**config.mk**
```make
export PLATFORM = sky130hd
export DESIGN_NAME = reg_file_scoreboard
export DESIGN_NICKNAME = d
export VERILOG_FILES = /design/src/rtl/reg_file_scoreboard_pkg.sv /design/src/rtl/reg_file_scoreboard_busy_counter.sv /design/src/rtl/reg_file_scoreboard.sv
export SDC_FILE = /design/constraint.sdc
export NUM_CORES = 2
export LEC_CHECK = 0
export BUFFER_PORTS_ARGS = -buffer_cell sky130_fd_sc_hd__buf_4
export CORE_ASPECT_RATIO = 1.5
export CORE_MARGIN = 3
export CORE_UTILIZATION = 50
export CTS_CLUSTER_SIZE = 40
export DETAILED_ROUTE_END_ITERATION = 6
export PLACE_DENSITY = 0.66
export SLEW_MARGIN = 30
export SYNTH_ARGS = -nofsm -noshare
export SYNTH_HDL_FRONTEND = slang
export SYNTH_SLANG_ARGS = --single-unit
```
**constraint.sdc**
```tcl
create_clock -name clk -period 78.4 [get_ports clk]
set_input_delay 15.68 -clock clk [delete_from_list [all_inputs] [get_ports clk]]
set_output_delay 15.68 -clock clk [all_outputs]
set_load 0.1 [all_outputs]
```
**src/rtl/reg_file_scoreboard_pkg.sv**
```systemverilog
// Register map constants and the register address type shared by the
// register-file scoreboard and its testbench.
package reg_file_scoreboard_pkg;
   localparam int REG_COUNT = 32;

   typedef logic [4:0] reg_addr_t;

   localparam reg_addr_t ZERO_REG = 5'd0;
   localparam reg_addr_t LO_REG   = 5'd30;
   localparam reg_addr_t HI_REG   = 5'd31;
endpackage

```
**src/rtl/reg_file_scoreboard_busy_counter.sv**
```systemverilog
// Pending-write counter for one register.
// Ports:
//   clk, rst : clock, asynchronous active-high reset
//   inc      : one more write reserved this cycle
//   dec      : one write retired this cycle
//   clr      : drop every reservation (pipeline flush); wins over inc/dec
//   count    : current number of outstanding writes
//   full     : count has reached MAX_PEND
// The counter saturates at both ends: inc at MAX_PEND and dec at 0 both hold.
// The parent reports the dec-at-0 case as a protocol error.
module busy_counter #(
   parameter int CNT_W    = 3,
   parameter int MAX_PEND = 5
) (
   input  logic             clk,
   input  logic             rst,
   input  logic             inc,
   input  logic             dec,
   input  logic             clr,
   output logic [CNT_W-1:0] count,
   output logic             full
);
   localparam logic [CNT_W-1:0] ONE = CNT_W'(1);
   localparam logic [CNT_W-1:0] TOP = CNT_W'(MAX_PEND);

   logic [CNT_W-1:0] count_q, count_d;

   always_comb begin
      count_d = count_q;
      if (clr) begin
         count_d = '0;
      end else if (inc && !dec) begin
         if (count_q != TOP) count_d = count_q + ONE;
      end else if (dec && !inc) begin
         if (count_q != '0) count_d = count_q - ONE;
      end
   end

   always_ff @(posedge clk or posedge rst) begin
      if (rst) count_q <= '0;
      else     count_q <= count_d;
   end

   assign count = count_q;
   assign full  = (count_q == TOP);
endmodule

```
**src/rtl/reg_file_scoreboard.sv**
```systemverilog
// MIPS register file with a per-register pending-write scoreboard.
// Ports:
//   clk, rst            : clock, asynchronous active-high reset
//   rd_addr/rd_data     : NUM_RD combinational read ports with write-through bypass
//   rd_busy             : per read port, register still has outstanding writes
//   iss_valid/iss_dst   : reserve one destination
//   iss_hilo            : reserve both LO (30) and HI (31)
//   iss_ready           : reservation can be accepted this cycle
//   wb_valid/wb_dst/wb_data : general writeback, retires one reservation
//   hilo_valid/lo_data/hi_data : LO/HI writeback, retires both reservations
//   flush               : clear every reservation at the next edge
//   err                 : sticky protocol error (wb/hilo collision or underflow)
module reg_file_scoreboard
   import reg_file_scoreboard_pkg::*;
#(
   parameter int DATA_W   = 32,
   parameter int NUM_RD   = 2,
   parameter int CNT_W    = 3,
   parameter int MAX_PEND = 5
) (
   input  logic                     clk,
   input  logic                     rst,
   input  logic [NUM_RD*5-1:0]      rd_addr,
   output logic [NUM_RD*DATA_W-1:0] rd_data,
   output logic [NUM_RD-1:0]        rd_busy,
   input  logic                     iss_valid,
   input  logic [4:0]               iss_dst,
   input  logic                     iss_hilo,
   output logic                     iss_ready,
   input  logic                     wb_valid,
   input  logic [4:0]               wb_dst,
   input  logic [DATA_W-1:0]        wb_data,
   input  logic                     hilo_valid,
   input  logic [DATA_W-1:0]        lo_data,
   input  logic [DATA_W-1:0]        hi_data,
   input  logic                     flush,
   output logic                     err
);
   logic [REG_COUNT-1:0][DATA_W-1:0] regs_q, regs_d;
   logic                             err_q, err_d;

   logic [REG_COUNT-1:0][CNT_W-1:0]  cnt;
   logic [REG_COUNT-1:0]             full;
   logic [REG_COUNT-1:0]             dec;
   logic [REG_COUNT-1:1]             inc;

   logic conflict, wb_ok, iss_acc, underflow;

   // A general writeback aimed at LO/HI while the dedicated port is active
   // is dropped entirely; the dedicated port owns those registers that cycle.
   assign conflict = wb_valid && hilo_valid && (wb_dst == LO_REG || wb_dst == HI_REG);
   assign wb_ok    = wb_valid && (wb_dst != ZERO_REG) && !conflict;

   always_comb begin
      dec = '0;
      for (int a = 1; a < REG_COUNT; a++) begin
         dec[a] = (wb_ok && wb_dst == reg_addr_t'(a)) ||
                  (hilo_valid && (reg_addr_t'(a) == LO_REG || reg_addr_t'(a) == HI_REG));
      end
   end

   // A full counter can still take a reservation if it retires one this cycle.
   always_comb begin
      iss_ready = 1'b1;
      if (iss_valid && full[iss_dst] && !dec[iss_dst]) iss_ready = 1'b0;
      if (iss_hilo && ((full[LO_REG] && !dec[LO_REG]) || (full[HI_REG] && !dec[HI_REG])))
         iss_ready = 1'b0;
   end

   assign iss_acc = iss_ready && !flush;

   always_comb begin
      inc = '0;
      for (int a = 1; a < REG_COUNT; a++) begin
         inc[a] = iss_acc &&
                  ((iss_valid && iss_dst == reg_addr_t'(a)) ||
                   (iss_hilo && (reg_addr_t'(a) == LO_REG || reg_addr_t'(a) == HI_REG)));
      end
   end

   always_comb begin
      underflow = 1'b0;
      for (int a = 1; a < REG_COUNT; a++) begin
         if (dec[a] && cnt[a] == '0) underflow = 1'b1;
      end
   end

   assign cnt[0]  = '0;
   assign full[0] = 1'b0;

   for (genvar g = 1; g < REG_COUNT; g++) begin : g_cnt
      busy_counter #(.CNT_W(CNT_W), .MAX_PEND(MAX_PEND)) u_cnt (
         .clk   (clk),
         .rst   (rst),
         .inc   (inc[g]),
         .dec   (dec[g]),
         .clr   (flush),
         .count (cnt[g]),
         .full  (full[g])
      );
   end

   always_comb begin
      regs_d = regs_q;
      if (wb_ok) regs_d[wb_dst] = wb_data;
      if (hilo_valid) begin
         regs_d[LO_REG] = lo_data;
         regs_d[HI_REG] = hi_data;
      end
      regs_d[ZERO_REG] = '0;
   end

   assign err_d = err_q || conflict || underflow;

   always_ff @(posedge clk or posedge rst) begin
      if (rst) begin
         regs_q <= '0;
         err_q  <= 1'b0;
      end else begin
         regs_q <= regs_d;
         err_q  <= err_d;
      end
   end

   assign err = err_q;

   for (genvar i = 0; i < NUM_RD; i++) begin : g_rd
      reg_addr_t         a;
      logic [DATA_W-1:0] d;
      logic [CNT_W-1:0]  left;

      assign a = rd_addr[i*5 +: 5];

      // Bypass priority: hilo port over general writeback over storage.
      always_comb begin
         d = regs_q[a];
         if (wb_valid && wb_dst == a)       d = wb_data;
         if (hilo_valid && a == LO_REG)     d = lo_data;
         if (hilo_valid && a == HI_REG)     d = hi_data;
         if (a == ZERO_REG)                 d = '0;
      end

      // Busy reflects this cycle's retirement but not this cycle's issue.
      assign left       = cnt[a] - {{(CNT_W-1){1'b0}}, dec[a]};
      assign rd_busy[i] = (left != '0);
      assign rd_data[i*DATA_W +: DATA_W] = d;
   end
endmodule

```
[Word level (Yosys, flattened, before mapping)]
Cells that the tools add are included.
Word-level totals
  register bits after elaboration: 1086
  input port bits: 123
Operators by class
  add/subtract/negate cells: 64
  order comparisons: 5
  equal/unequal tests: 161
  multiplexer cells: 217
  reductions and logical operators: 437
Operators with widths (number)
  1024-bit bitwise mux: 1
  1024-bit two-way mux: 1
  3-bit two-way mux: 157
  32-bit two-way mux: 11
  32-bit binary-select mux with 5-bit select: 2
  3-bit nonzero test: 95
  1-bit logical AND: 203
  3-bit inequality test, second input constant: 62
  5-bit equality test, second input constant: 36
  32-bit demux with 5-bit select: 1
  3-bit by 1-bit adder with 3-bit output, second input constant: 31
  3-bit equality test, second input constant: 31
  3-bit zero test: 31
  3-bit AND reduction: 31
  3-bit by 1-bit subtractor with 3-bit output, second input constant: 31
  5-bit by 4-bit equality test with 1-bit output, second input constant: 16
  1-bit zero test: 65
  64-bit two-way mux: 1
  5-bit by 3-bit equality test with 1-bit output, second input constant: 8
  1-bit two-way mux: 37
  3-bit binary-select mux with 5-bit select: 2
  5-bit by 6-bit less-than comparator with 1-bit output, second input constant: 4
  1-bit binary-select mux with 5-bit select: 4
  5-bit by 2-bit equality test with 1-bit output, second input constant: 4
  8 further kinds: 19

[Depth between registers and ports, before layout]
  depth in word-level cells: 39
  mapped depth: 17
  gate-level depth less buffers: 13

[Modules after synthesis]
A second synthesis with hierarchy kept.
Second synthesis, totals
  cells, all modules: 6287
  area total of the unflattened synthesis: 67672.4 um^2
Modules (own cells, without submodules)
  reg_file_scoreboard: instances 1, cells each 5388, area each 59527.1 um^2, seq. area each 24848.8 um^2
  busy_counter: instances 31, cells each 29, area each 262.8 um^2, seq. area each 75.1 um^2

[Least setup slack after synthesis]
No wires, ideal clock.
  path kind: input to output
  from: input rd_addr[5]
  to: output rd_busy[1]
  arrival: 20420 ps
  required time: 62720 ps
  setup slack: 42300 ps
  stages on the path: 13
  buffers on the path: 6
  cell sequence: buf_2 -> buf_4 -> buf_4 -> buf_2 -> buf_4 -> buf_2 -> mux4_2 -> mux4_2 -> mux2i_1 -> ha_1 -> xor2_1 -> nor3_1 -> o21ai_0
Between the ends
  word-level cells in the longest chain between the ends: 4
  elaborated cells between the ends (all ways): 6
  classes of those cells: 1 x add/sub; 4 x mux; 1 x reduce/logical
Ends and longest elaborated chain
  start, declared: RTL line reg_file_scoreboard.sv:23  | input logic [NUM_RD*5-1:0] rd_addr,
  3-bit binary-select mux with 5-bit select / 1-bit binary-select mux with 5-bit select (equally long branches): RTL line reg_file_scoreboard.sv:144  | assign left = cnt[a] - {{(CNT_W-1){1'b0}}, dec[a]};
  3-bit two-way mux (implied by the code) / 1-bit two-way mux (equally long branches): RTL line reg_file_scoreboard.sv:144
  3-bit by 1-bit subtractor with 3-bit output (*): RTL line reg_file_scoreboard.sv:144
  3-bit nonzero test (*): RTL line reg_file_scoreboard.sv:145  | assign rd_busy[i] = (left != '0);
  end, declared: RTL line reg_file_scoreboard.sv:25  | output logic [NUM_RD-1:0] rd_busy,
Every way passes the cells marked *; elsewhere a longest branch is shown, timed or not. The select of a mux whose other input is x is not followed.

[Worst setup path in the final report]
  from: input rd_addr[0]
  to: output rd_data[3]
Between the ends
  word-level cells in the longest chain between the ends: 6
  elaborated cells between the ends (all ways): 13
  classes of those cells: 3 x eq/ne; 6 x mux; 4 x reduce/logical
Ends and longest elaborated chain
  32-bit binary-select mux with 5-bit select / 5-bit equality test (equally long branches): RTL line reg_file_scoreboard.sv:136, reg_file_scoreboard.sv:137
  32-bit two-way mux (implied by the code) / 1-bit logical AND (equally long branches): RTL line reg_file_scoreboard.sv:136, reg_file_scoreboard.sv:137
  32-bit two-way mux: RTL line reg_file_scoreboard.sv:137  | if (wb_valid && wb_dst == a) d = wb_data;
  32-bit two-way mux: RTL line reg_file_scoreboard.sv:138  | if (hilo_valid && a == LO_REG) d = lo_data;
  32-bit two-way mux: RTL line reg_file_scoreboard.sv:139  | if (hilo_valid && a == HI_REG) d = hi_data;
  32-bit two-way mux (*): RTL line reg_file_scoreboard.sv:140  | if (a == ZERO_REG) d = '0;
  end, declared: RTL line reg_file_scoreboard.sv:24  | output logic [NUM_RD*DATA_W-1:0] rd_data,
Marked as above.

==> metrics.md <==
| Metric | Value |
|---|---|
| CTS tree | yes |
| Internal power | 1150 µW |
| LEAKAGE | 0.0336 µW |
| Full die area | 139000 µm² |
| Upper clock frequency limit | 27.4 MHz |
| Commonest cells after routing, fill and taps aside | 2680 x nand2_1, 1086 x dfrtp_1, 508 x mux4_2 |
| Dpl cell area | 69500 µm² |
| Minimum clock period | 36.50 ns |
| Crit path launch type | input port |
| Total gr overflow | 0 |
| Pwr/cell area | 23.4 nW/µm² |
| Clk sinks | 1086 |
| Clock transition at the registers of the reported paths | 0.06 ns |
| Global-route wire length before repair | 415000 µm |
| Initial antenna violation count | 23 |
| Setup bufs post-CTS | 0 |
| Data arrival, critical path | 20.82 ns |
| Ports | 191 |
| DR DRC count | 1 |
| Htree depth | 3 |
| Max-slew headroom | 0.236 |
| Post-synthesis async set-or-reset flop share | 1.00 |
| Sw Pwr | 570 µW |
| Synth Instances | 7147 |
| Initial Utilization | 0.504 |
| CTS root buf | clkbuf_16 |
| Final GP Congestion | 0.972 |
| Hold slack | 0.494 ns |
| Sequential area share after synthesis | 0.404 |
| # hold bufs at CTS | 0 |
| Final Cycle Share | 0.466 |
| DR pass1 iterations | 7 |
| Status | finished with violations |
| Failing checks | design-rule violations |
| Filler cells | 11600 |
| Setup CP Type | in -> out |
| Total CTS buffers | 109 |
| Setup TNS | 0 ns |
| Nets | 7034 |
| Comb power frac | 0.242 |
| Proportion of layout cells with a drive suffix above 1 | 0.188 |
| Max Cap Viol | 0 |
| Buffers added on ports | 190 |
| # rows | 164 |
| Syn_nets | 7303 |
| First DRT Iteration DRCs | 9206 |
| Worst-Skew Late Latency | 0.76 ns |
| FF/Latch Area | 27200 µm² |
| Largest net degree at the start of global routing | 158 |
| Final Hold Viols | 0 |
| CORE AREA | 133000 µm² |
| DR vias/cell | 7.03 |
| Synth Area per Inst | 9.40 µm² |
| Vias after detailed routing | 61400 |
| Endpoints failing setup | 0 |
| Clock power share | 0.332 |
| Number of synthesized register bits | 1086 |
| Hold Path Class | reg -> reg |
| Critical path peak fanout | 64 |
| Most common cell after layout, fill and taps aside | nand2_1 |
| Die span in y | 455 µm |
| Fin area | 73400 µm² |
| Overall routing resource usage | 0.409 |
| Area occupied by multi-input gates | 37300 µm² |
| Final setup skew | 0.0374 ns |
| Post-synth EDFFs | 0 |
| Max-slew violations | 0 |
| Synth Cell Area | 67200 µm² |
| Sequential share of power | 0.426 |
| Peak supply drop | 0.0000216 V |
| Ys flop type | dfrtp_1 |
| CP Capture Type | primary output |
| ANT nets after route | 0 |
| Post-CTS resize count | 0 |
| CTS Buffer Depth | 3 |
| Drt wl/cell | 33.0 µm |
| Unique masters post-synth | 100 |
| Total Wirelength | 288000 µm |
| Critical Path RT | 62.72 ns |
| Worst Tran Pin Value | 1.15 ns |
| Yosys warnings | 0 |
| Die Wd | 305 µm |
| Unrepaired setup endpoints after global routing | no |
| Vias in the first global route | 60200 |
| DP HPWL | 165000 µm |
| Syn-to-layout area delta | 9.18% |
| Overall power | 1720 µW |
| Sw Share | 0.331 |
==> registers in the layout, summed over array words and instances, names as in the netlist <==
name               flops
g_cnt.u_cnt.count     93
regs_q               992
err                    1
==> cell usage after synthesis (9+ instances only) <==
cell	number	area, µm²
o21ai_0	220	1100
a21o_1	9	67.6
nor2_1	240	901
inv_1	85	319
or3_1	39	244
o22ai_1	45	282
nor2b_1	27	169
o211ai_1	30	225
nor3_1	114	571
a31oi_1	20	125
xnor2_1	20	175
a22o_1	62	543
o221ai_1	58	508
nand3_1	43	215
a21oi_1	179	896
nand4b_1	11	96.3
nand2_1	2706	10200
a2111oi_0	11	96.3
and2_1	12	75.1
a221oi_1	19	166
buf_4	12	90.1
a221o_1	10	100
nor4_1	38	238
a22oi_1	15	113
buf_2	90	450
a211oi_1	98	736
mux2i_1	263	2630
dfrtp_1	1086	27200
nand4_1	15	93.8
mux4_2	508	11400
o41ai_1	18	158
mux2_2	183	2060
and3_1	19	119
or2_2	13	81.3
buf_1	87	327
clkbuf_2	20	100
fa_1	31	621
o31ai_1	14	105
clkbuf_1	485	1820
nand3b_1	10	75.1
==> metal layers <==
layer	up-vias	GRT usage	part of all wire
met4	16	0.349	0.10
li1	24400	-	-
met1	30200	0.483	0.33
met5	-	0.00239	0.00048
met3	1597	0.132	0.14
met2	5187	0.608	0.43
==> worst paths after layout <==
path	start	to	slack, ns	depth (start not counted)
worst max-delay path	rd_addr[0]	rd_data[3]	41.90	10
worst min-delay path	regs_q[337]$_DFFE_PP0P_	regs_q[337]$_DFFE_PP0P_	0.49	2
worst max register to register	g_cnt[27].u_cnt.count[1]$_DFFE_PP0P_	g_cnt[19].u_cnt.count[2]$_DFFE_PP0P_	74.15	11
worst min register to register	regs_q[337]$_DFFE_PP0P_	regs_q[337]$_DFFE_PP0P_	0.49	2
max in group asynchronous	rst	regs_q[1013]$_DFFE_PP0P_	60.35	5
min in group asynchronous	rst	g_cnt[12].u_cnt.count[2]$_DFFE_PP0P_	15.05	2
==> stage by stage <==
step | setup slack (ns) | util | std cells
finish | 41.90 | 0.550 | 8732
floorplan | 32.15 | - | 7147
CTS | 41.87 | 0.549 | 8713
global route | 41.81 | 0.550 | 8716
detailed placement | 41.88 | 0.521 | 8509
global placement | 41.88 | 0.521 | 8509
==> cell type report <==
class                      instances  share of cell area
clock buffer                     160              0.0444
timing repair buffer             319              0.0345
sequential                      1086               0.370
tap                             1743              0.0297
clock inverter                    44             0.00754
multi-input combinational       5276               0.508
inverter                          86             0.00454
antenna                           18            0.000614
==> logic make-up (layout without fill, tap and decap cells) <==
group                      count (synthesis)  count (layout)  share of synthesized area
other                                      0              18                          0
muxes                                    956             956                      0.240
AOI/OAI and AO/OA                        916             916                     0.0931
xor gates and xnor gates                  23              23                    0.00300
adders and majority gates                 33              33                    0.00961
buffers and inverters                    785             609                     0.0471
DFF                                     1086            1086                      0.404
and+or+nand+nor                         3348            3348                      0.202
==> worst max-delay path, cell delays in order <==
cell      delay [ns]
buf_8           0.53
buf_4           0.82
buf_6           0.65
mux4_2          0.59
mux4_2          0.50
a21oi_1         0.41
nor2_1          0.13
a211oi_1        0.90
a211oi_1        0.17
buf_4           0.30
==> power by group through the flow <==
stage / Sequential (µW) / Clock (µW) / Combinational [µW]
global placement: 730 / 0 / 399
detailed placement: 737 / 0 / 406
CTS: 728 / 570 / 408
global route: 742 / 592 / 443
finish: 732 / 571 / 417
floorplan: 713 / 0 / 309
No activity file was read; power rests on OpenSTA's default activity.
